==> config.mk <==
export PLATFORM = sky130hd
export DESIGN_NAME = i2c_init_seq
export DESIGN_NICKNAME = d
export VERILOG_FILES = /design/src/rtl/i2c_init_seq.sv
export SDC_FILE = /design/constraint.sdc
export NUM_CORES = 1
export LEC_CHECK = 0
export ABC_AREA = 1
export CORE_AREA = 2 2 43 45
export DETAILED_ROUTE_END_ITERATION = 6
export DIE_AREA = 0 0 45 47
export PLACE_DENSITY = 0.83
export SLEW_MARGIN = 20
export SYNTH_ARGS = -nofsm -noshare
export SYNTH_HDL_FRONTEND = slang
export SYNTH_SLANG_ARGS = --single-unit
==> constraint.sdc <==
create_clock -name clk -period 1.3 [get_ports clk]
set_input_delay 0.26 -clock clk [delete_from_list [all_inputs] [get_ports clk]]
set_output_delay 0.26 -clock clk [all_outputs]
set_load 0.005 [all_outputs]
==> src/rtl/i2c_init_seq.sv <==
// ROM-driven I2C initialisation sequencer: walks a 16-bit word program and emits
// I2C master command/data beats, delays, and halts or flags an error.
module i2c_init_seq #(
  parameter int                        ROM_LEN     = 16,
  parameter logic [ROM_LEN-1:0][15:0]  INIT_ROM    = '0,
  parameter int                        DELAY_SHIFT = 10
) (
  input  logic       clk,
  input  logic       rst,
  input  logic       start,
  output logic [6:0] m_axis_cmd_address,
  output logic       m_axis_cmd_start,
  output logic       m_axis_cmd_write,
  output logic       m_axis_cmd_stop,
  output logic       m_axis_cmd_valid,
  input  logic       m_axis_cmd_ready,
  output logic [7:0] m_axis_data_tdata,
  output logic       m_axis_data_tvalid,
  output logic       m_axis_data_tlast,
  input  logic       m_axis_data_tready,
  output logic       busy,
  output logic       done,
  output logic       error
);

  localparam int IW = $clog2(ROM_LEN + 1);
  localparam int CW = 12 + DELAY_SHIFT;

  // state   | meaning
  // IDLE    | waiting for start (also where an error parks)
  // FETCH   | read ROM[index], act on it, index++
  // ISSUE   | command and data beats outstanding
  // DELAY   | counting down a DELAY operand
  // HALT_ST | HALT reached, done held until next start
  typedef enum logic [2:0] {IDLE, FETCH, ISSUE, DELAY, HALT_ST} state_t;

  state_t          r_state, w_state;
  logic [IW-1:0]   r_index, w_index;
  logic [6:0]      r_addr, w_addr;
  logic            r_first, w_first;
  logic [CW-1:0]   r_cnt, w_cnt;
  logic            r_cmd_valid, w_cmd_valid;
  logic            r_cmd_start, w_cmd_start;
  logic            r_cmd_write, w_cmd_write;
  logic            r_cmd_stop, w_cmd_stop;
  logic            r_data_valid, w_data_valid;
  logic [7:0]      r_tdata, w_tdata;
  logic            r_tlast, w_tlast;
  logic            r_error, w_error;
  logic [15:0]     w_word;
  logic [3:0]      w_op;
  logic [11:0]     w_operand;

  always_comb begin
    w_word = '0;
    for (int i = 0; i < ROM_LEN; i++) begin
      if (r_index == IW'(i)) w_word = INIT_ROM[i];
    end
  end

  assign w_op      = w_word[15:12];
  assign w_operand = w_word[11:0];

  always_comb begin
    w_state      = r_state;
    w_index      = r_index;
    w_addr       = r_addr;
    w_first      = r_first;
    w_cnt        = r_cnt;
    w_cmd_valid  = r_cmd_valid;
    w_cmd_start  = r_cmd_start;
    w_cmd_write  = r_cmd_write;
    w_cmd_stop   = r_cmd_stop;
    w_data_valid = r_data_valid;
    w_tdata      = r_tdata;
    w_tlast      = r_tlast;
    w_error      = r_error;
    case (r_state)
      IDLE, HALT_ST: begin
        if (start) begin
          w_state = FETCH;
          w_index = '0;
          w_first = 1'b1;
          w_error = 1'b0;
        end
      end
      FETCH: begin
        if (r_index == IW'(ROM_LEN)) begin
          // ran off the end of the program without a HALT
          w_error = 1'b1;
          w_state = IDLE;
        end else begin
          w_index = r_index + IW'(1);
          case (w_op)
            4'h0: w_state = HALT_ST;
            4'h1: begin
              w_addr  = w_operand[6:0];
              w_first = 1'b1;
            end
            4'h2, 4'h3: begin
              w_cmd_valid  = 1'b1;
              w_data_valid = 1'b1;
              w_cmd_start  = r_first;
              w_cmd_write  = 1'b1;
              w_cmd_stop   = w_op[0];
              w_tdata      = w_operand[7:0];
              w_tlast      = w_op[0];
              w_first      = w_op[0];
              w_state      = ISSUE;
            end
            4'h4: begin
              if (w_operand != 12'd0) begin
                w_cnt   = (CW'(w_operand) << DELAY_SHIFT) - CW'(1);
                w_state = DELAY;
              end
            end
            default: begin
              w_error = 1'b1;
              w_state = IDLE;
            end
          endcase
        end
      end
      ISSUE: begin
        if (r_cmd_valid && m_axis_cmd_ready) w_cmd_valid = 1'b0;
        if (r_data_valid && m_axis_data_tready) w_data_valid = 1'b0;
        if (!w_cmd_valid && !w_data_valid) w_state = FETCH;
      end
      DELAY: begin
        if (r_cnt == '0) w_state = FETCH;
        else w_cnt = r_cnt - CW'(1);
      end
      default: w_state = IDLE;
    endcase
  end

  always_ff @(posedge clk or posedge rst) begin
    if (rst) begin
      r_state      <= IDLE;
      r_index      <= '0;
      r_addr       <= '0;
      r_first      <= 1'b1;
      r_cnt        <= '0;
      r_cmd_valid  <= 1'b0;
      r_cmd_start  <= 1'b0;
      r_cmd_write  <= 1'b0;
      r_cmd_stop   <= 1'b0;
      r_data_valid <= 1'b0;
      r_tdata      <= '0;
      r_tlast      <= 1'b0;
      r_error      <= 1'b0;
    end else begin
      r_state      <= w_state;
      r_index      <= w_index;
      r_addr       <= w_addr;
      r_first      <= w_first;
      r_cnt        <= w_cnt;
      r_cmd_valid  <= w_cmd_valid;
      r_cmd_start  <= w_cmd_start;
      r_cmd_write  <= w_cmd_write;
      r_cmd_stop   <= w_cmd_stop;
      r_data_valid <= w_data_valid;
      r_tdata      <= w_tdata;
      r_tlast      <= w_tlast;
      r_error      <= w_error;
    end
  end

  assign m_axis_cmd_address = r_addr;
  assign m_axis_cmd_start   = r_cmd_start;
  assign m_axis_cmd_write   = r_cmd_write;
  assign m_axis_cmd_stop    = r_cmd_stop;
  assign m_axis_cmd_valid   = r_cmd_valid;
  assign m_axis_data_tdata  = r_tdata;
  assign m_axis_data_tvalid = r_data_valid;
  assign m_axis_data_tlast  = r_tlast;
  assign busy  = (r_state == FETCH) || (r_state == ISSUE) || (r_state == DELAY);
  assign done  = (r_state == HALT_ST);
  assign error = r_error;

endmodule

==> run metrics, run 1 <==
outcome=finished clean; CTS Buf Count=3; drt pass-1 iters=2; # hold bufs at CTS=0; Worst path slowest cell=dfrtp_1; largest cells by area after synthesis=dfrtp_1 (34%), buf_4 (26%), nand2_1 (8.2%); layout cells sized above 1=17.2%; placed wire-length estimate=741 µm; first-pass GRT wire length=1.48 mm; post-route insts no fill=104; largest net degree at the start of global routing=9; commonest non-fill, non-tap cell in the layout=conb_1; clk buf depth=2; number of hold violations in the final report=0; Vias per Instance=4.16; post-route setup TNS=0 ns; fin nets=96; vias=433; io pins=29; clock sink count=8; IO Port Bufs=5; Die Span Y=47 µm; final setup vio count=0; Clock Latency Late Sink=0.26 ns; Power Total=0.687 mW; vias in the first global route=367; antenna violations before repair=0; Data arrival, critical path=0.97 ns; simple-gate portion of the synthesized area=20.5%; post-synthesis mux area share=0%; CTS root buffer=clkbuf_4; min Tclk post-route=1.23 ns; Setup Crit Path Kind=flip-flop to primary output; Synth Area in Compound Gates=5.03%; Worst Path Required=1.04 ns; synthesis-to-layout area growth=5.66%; H-tree depth=1; Initial Util=36.1%; synthesized cell area=597 µm²; Post-Synthesis Cells=76; Hold WS=0.241 ns; top cell type's share of synthesized area=33.5%; RSZ-0062 raised after global routing=false; largest family of logic cells by synthesized area=buffers and inverters; wirelength, routed=956 µm; most frequent cells in the layout=conb_1 (21), nand2_1 (13), dfrtp_1 (8), inv_1 (7), nand3_1 (7); Avg Cell Area, Syn=7.85 µm²; Synth area leader=dfrtp_1; sequential element share of the synthesized area=33.5%; post-synthesis xor/xnor area fraction=1.47%; Cells after DPL=99; Total GRT Usage=10.4%; area post-placement=597 µm²; fin area=631 µm²; aggregate global routing overflow=0; die width=45 µm; CP max stage delay=0.38 ns; #FFs+latches synth=8; Buf/Inv on CP=3; hold crit path type=primary input to asynchronous set/reset pin; fmax=810 MHz; DRC violations left=0; Adder-Cell Fraction of Synth Area=4.19%; MaxCap Viol Count=0; WL/cell=9.19 µm; CTS tree=done; Slew Viols, Final=0; CP top delay family=flip-flops; die area=2120 µm²; # rows=15; clock-pin slew on the worst setup and hold paths=0.06 ns; Antenna Cells=0; static leakage=0.366 nW; PD cells=1090 nW/µm²; CP Cell Sequence=buf_6 -> nand2_2 -> inv_2 -> clkbuf_2; final worst path period share=95.0%; Setup crit end kind=primary output; peak supply drop=392 µV; GP Congestion=0.767; synth warn=0; CORE AREA=1650 µm²; Setup Skew=0.00989 ns; Routed Antenna Nets=0; CP max FO=4; post-synthesis cell type count=18; critical path startpoint category=flip-flop; DRT iter0 DRCs=8
==> report_power, final <==
part	leakage, nW	switching, mW	total (mW)	internal [mW]
Clock	0.0138	0.0866	0.192	0.106
Combinational	0.245	0.102	0.179	0.0771
Sequential	0.107	0.0342	0.315	0.281
Total	0.366	0.223	0.687	0.464
==> state kept, by name (all words and copies together), names as in the netlist <==
name,count
r_index,5
r_state,2
error,1
==> cells in the mapped netlist <==
cell type / count
o31ai_1: 1
inv_2: 2
a21oi_1: 1
buf_6: 1
o21ai_1: 2
nor2_2: 1
o211ai_1: 1
nand2_2: 2
nand3_1: 7
buf_4: 21
inv_1: 8
ha_1: 2
nand2_1: 13
nand4_1: 2
dfrtp_1: 8
nor2_1: 2
xnor2_1: 1
conb_1: 1
==> timing repair <==
| action | in CTS | in global routing |
|---|---|---|
| resized for setup | 6 | 1 |
| pin swaps | 0 | 0 |
| buffers inserted | 2 | 0 |
| setup endpoints to repair | 3 | 1 |
==> metrics by stage <==
step                      worst slack (ns)  util, %
final                               0.0654     38.2
after global routing               0.00702     38.2
after CTS                          -0.0270     38.5
after detailed placement           -0.0146     36.1
after global placement            -0.00275     36.1
after floorplan                      0.205        -
==> final timing paths <==
path | start | to | slack (ns) | cells past startpoint
worst max-delay path | r_state[0]$_DFFE_PP0P_ | busy | 0.07 | 4
worst min-delay path | rst | r_index[3]$_DFFE_PP0P_ | 0.24 | 2
worst max register to register | r_index[1]$_DFFE_PP0P_ | r_index[0]$_DFFE_PP0P_ | 0.10 | 7
worst min register to register | r_state[2]$_DFFE_PP0P_ | r_state[2]$_DFFE_PP0P_ | 0.55 | 2
max in group asynchronous | rst | r_index[0]$_DFFE_PP0P_ | 0.82 | 2
min in group clk | r_state[2]$_DFFE_PP0P_ | r_state[2]$_DFFE_PP0P_ | 0.55 | 2
==> worst register-to-register path, delay by kind of cell (launching register included) <==
kind | cells | cell delay [ns]
buffers and inverters | 2 | 0.10
and+or+nand+nor | 3 | 0.22
adders and majority gates | 1 | 0.19
DFF | 1 | 0.40
AOI/OAI and AO/OA | 1 | 0.23
==> layer usage <==
metal | share of wire [%] | track usage, %
met5 | 0 | 0
met4 | 1.9 | 5.29
met3 | 8.1 | 5.77
met2 | 49 | 17.1
met1 | 41 | 10.6
==> final cells by class <==
type / count / area, µm²
Inverter: 10 / 37.5
Sequential cell: 8 / 200
Tap cell: 17 / 21.3
Clock buffer: 3 / 22.5
Multi-Input combinational cell: 56 / 265
Fill cell: 171 / 1020
Timing Repair Buffer: 10 / 83.8
==> cell families (layout without fill, tap and decap cells) <==
| logic type | count (synthesis) | in the layout |
|---|---|---|
| flip-flops | 8 | 8 |
| AND/OR/NAND/NOR | 27 | 27 |
| XOR/XNOR | 1 | 1 |
| adder cells (fa/ha/maj) | 2 | 2 |
| buffers and inverters | 32 | 23 |
| AO/OA/AOI/OAI | 5 | 5 |
| other | 1 | 21 |
(Power assumes the default switching activity.)
==> inputs of run 2 (changes only) <==
==> constraint.sdc (replaced) <==
create_clock -name clk -period 1.15 [get_ports clk]
set_input_delay 0.23 -clock clk [delete_from_list [all_inputs] [get_ports clk]]
set_output_delay 0.23 -clock clk [all_outputs]
set_load 0.005 [all_outputs]
==> run metrics, run 2 (synthesized netlist as in run 1, its figures left out) <==
Gate power share=35.5% (+9.4 points); Setup Skew=0.00972 ns (-0.000173 ns); CP max FO=3 (-1); area post-placement=619 µm² (+3.8%); CP top delay family=flip-flops; final worst path period share=105%; Total GRT Usage=12.8% (+2.5 points); CTS root buffer=clkbuf_4; critical path startpoint category=flip-flop; DRT iter0 DRCs=3 (-5); post-route setup TNS=-0.268 ns (-0.268 ns); clock sink count=8 (unchanged); CTS tree=done; GP Congestion=0.756 (-1.4%); WL/cell=11.1 µm (+20%); die width=45 µm (unchanged); final setup margin=-0.0565 ns (-0.122 ns); RSZ-0062 raised after global routing=true; H-tree depth=1 (unchanged); MaxCap Viol Count=0 (unchanged); sequential share of power=39.6% (-6.3 points); io pins=29 (unchanged); max reg flops=5 (unchanged); fmax=829 MHz; die area=2120 µm² (unchanged); fin area=772 µm² (+22%); Setup crit end kind=primary output; area of the multi-input gates=339 µm² (+28%); outcome=finished, violations left; clock-pin slew on the worst setup and hold paths=0.06 ns (about the same); failing checks=setup timing; Initial Util=36.1% (unchanged); layout cells sized above 1=40.0% (+23 points); largest net degree at the start of global routing=9 (unchanged); Slew Viols, Final=0 (unchanged); fin nets=104 (+8.3%); Largest Register=r_index; Worst path slowest cell=dfrtp_1; drt pass-1 iters=4 (+2); Clock Latency Late Sink=0.27 ns (about the same); Psw=0.328 mW (+47%); placed wire-length estimate=838 µm (+13%); # hold bufs at CTS=0 (unchanged); fillers=161 (-5.8%); hold crit path type=primary input to asynchronous set/reset pin; number of hold violations in the final report=0 (unchanged); wirelength, routed=1.24 mm (+29%); Data arrival, critical path=0.98 ns (about the same); peak supply drop=576 µV (+47%); Clk pwr share=24.9% (-3.1 points); CP Cell Sequence=buf_6 -> nand2_4 -> inv_4 -> buf_6; Routed Antenna Nets=0 (unchanged); aggregate global routing overflow=0 (unchanged); CORE AREA=1650 µm² (unchanged); DRC violations left=0 (unchanged); vias in the first global route=429 (+17%); Top cell by count, worst path=buf_6; CP max stage delay=0.39 ns (about the same); static leakage=0.414 nW (+13%); Place WS=-0.138 ns (-0.124 ns); clk buf depth=2 (unchanged); antenna violations before repair=0 (unchanged); commonest non-fill, non-tap cell in the layout=conb_1; FF/Latch Area=200 µm² (unchanged); switching share of power=35.6% (+3.2 points); R2R setup slack=-0.04 ns (-0.14 ns); PD cells=1190 nW/µm² (+9.6%); Buf/Inv on CP=3 (unchanged); Worst Path Required=0.92 ns (-0.12 ns); CTS Buf Count=3 (unchanged); IO Port Bufs=5 (unchanged); first-pass GRT wire length=1.86 mm (+26%); Power Internal=0.594 mW (+28%); Vias per Instance=4.46 (+7.0%); # rows=15 (unchanged); Antenna Cells=0 (unchanged); most frequent cells in the layout=conb_1 (21), buf_4 (12), nand2_1 (11), dfrtp_1 (8), inv_1 (5); min Tclk post-route=1.21 ns; vias=499 (+15%); synthesis-to-layout area growth=29.4%; Setup Crit Path Kind=flip-flop to primary output; final setup vio count=9 (+9); Die Span Y=47 µm (unchanged); Power Total=0.922 mW (+34%)
-- run 2: cell count changes in the layout (fill, tap and decap cells not counted), sizes merged --
cell / delta
buf: +10
clkbuf: -1
dlygate4sd2: -1
-- run 2: power by group through the flow --
stage / clock (mW) / combinational [mW] / sequential, mW
global route: 0.244 / 0.364 / 0.369
CTS: 0.232 / 0.265 / 0.359
detailed placement: 0 / 0.211 / 0.368
global placement: 0 / 0.202 / 0.361
finish: 0.229 / 0.327 / 0.365
floorplan: 0 / 0.194 / 0.351
-- run 2: metal layers --
layer	GRT usage, %	up-vias	wire length [µm]	share of wire, %
li1	-	233	-	-
met4	5.29	0	17	1.4
met3	5.77	4	90	7.3
met2	22.9	23	662	53
met1	13.1	239	468	38
met5	0	-	0	0
-- run 2: per-stage QoR --
step / hold WS (ns) / util [%] / cells
5_1_grt: 0.260 / 46.7 / 112
6_report: 0.202 / 46.7 / 112
4_1_cts: 0.223 / 42.3 / 111
3_5_place_dp: 0.508 / 37.5 / 102
3_3_place_gp: 0.477 / 37.5 / 102
2_1_floorplan: 0.0457 / - / 96
-- run 2: worst paths after layout --
| kind | end | cells after the start | startpoint |
|---|---|---|---|
| worst max register to register | r_index[1]$_DFFE_PP0P_ | 8 | r_index[1]$_DFFE_PP0P_ |
| worst min-delay path | error$_DFFE_PP0P_ | 2 | rst |
| worst max-delay path | busy | 4 | r_state[0]$_DFFE_PP0P_ |
| worst min register to register | r_index[0]$_DFFE_PP0P_ | 2 | r_index[0]$_DFFE_PP0P_ |
| max in group asynchronous | r_index[1]$_DFFE_PP0P_ | 2 | rst |
| min in group clk | r_state[2]$_DFFE_PP0P_ | 2 | start |
-- run 2: timing repair --
| action | CTS | global route |
|---|---|---|
| buffers inserted | 6 | 1 |
| endpoints found under the setup margin | 10 | 10 |
| gates resized for setup | 14 | 18 |
| pin swaps | 2 | 5 |
-- run 2: cell type report --
cell class                 instances  share of cell area, %
clock buffer                       3                   2.92
inverter                          10                   5.51
multi-input combinational         56                   43.9
sequential                         8                   25.9
tap                               17                   2.76
timing repair buffer              18                   19.0
-- run 2: worst register-to-register path, cell delays in order (launching register included) --
cell and delay [ns]:
dfrtp_1 0.42, inv_1 0.08, ha_2 0.17, nand2_2 0.08
inv_4 0.09, nand2_4 0.05, nand2_4 0.11, nand3_1 0.08
nand2_1 0.06
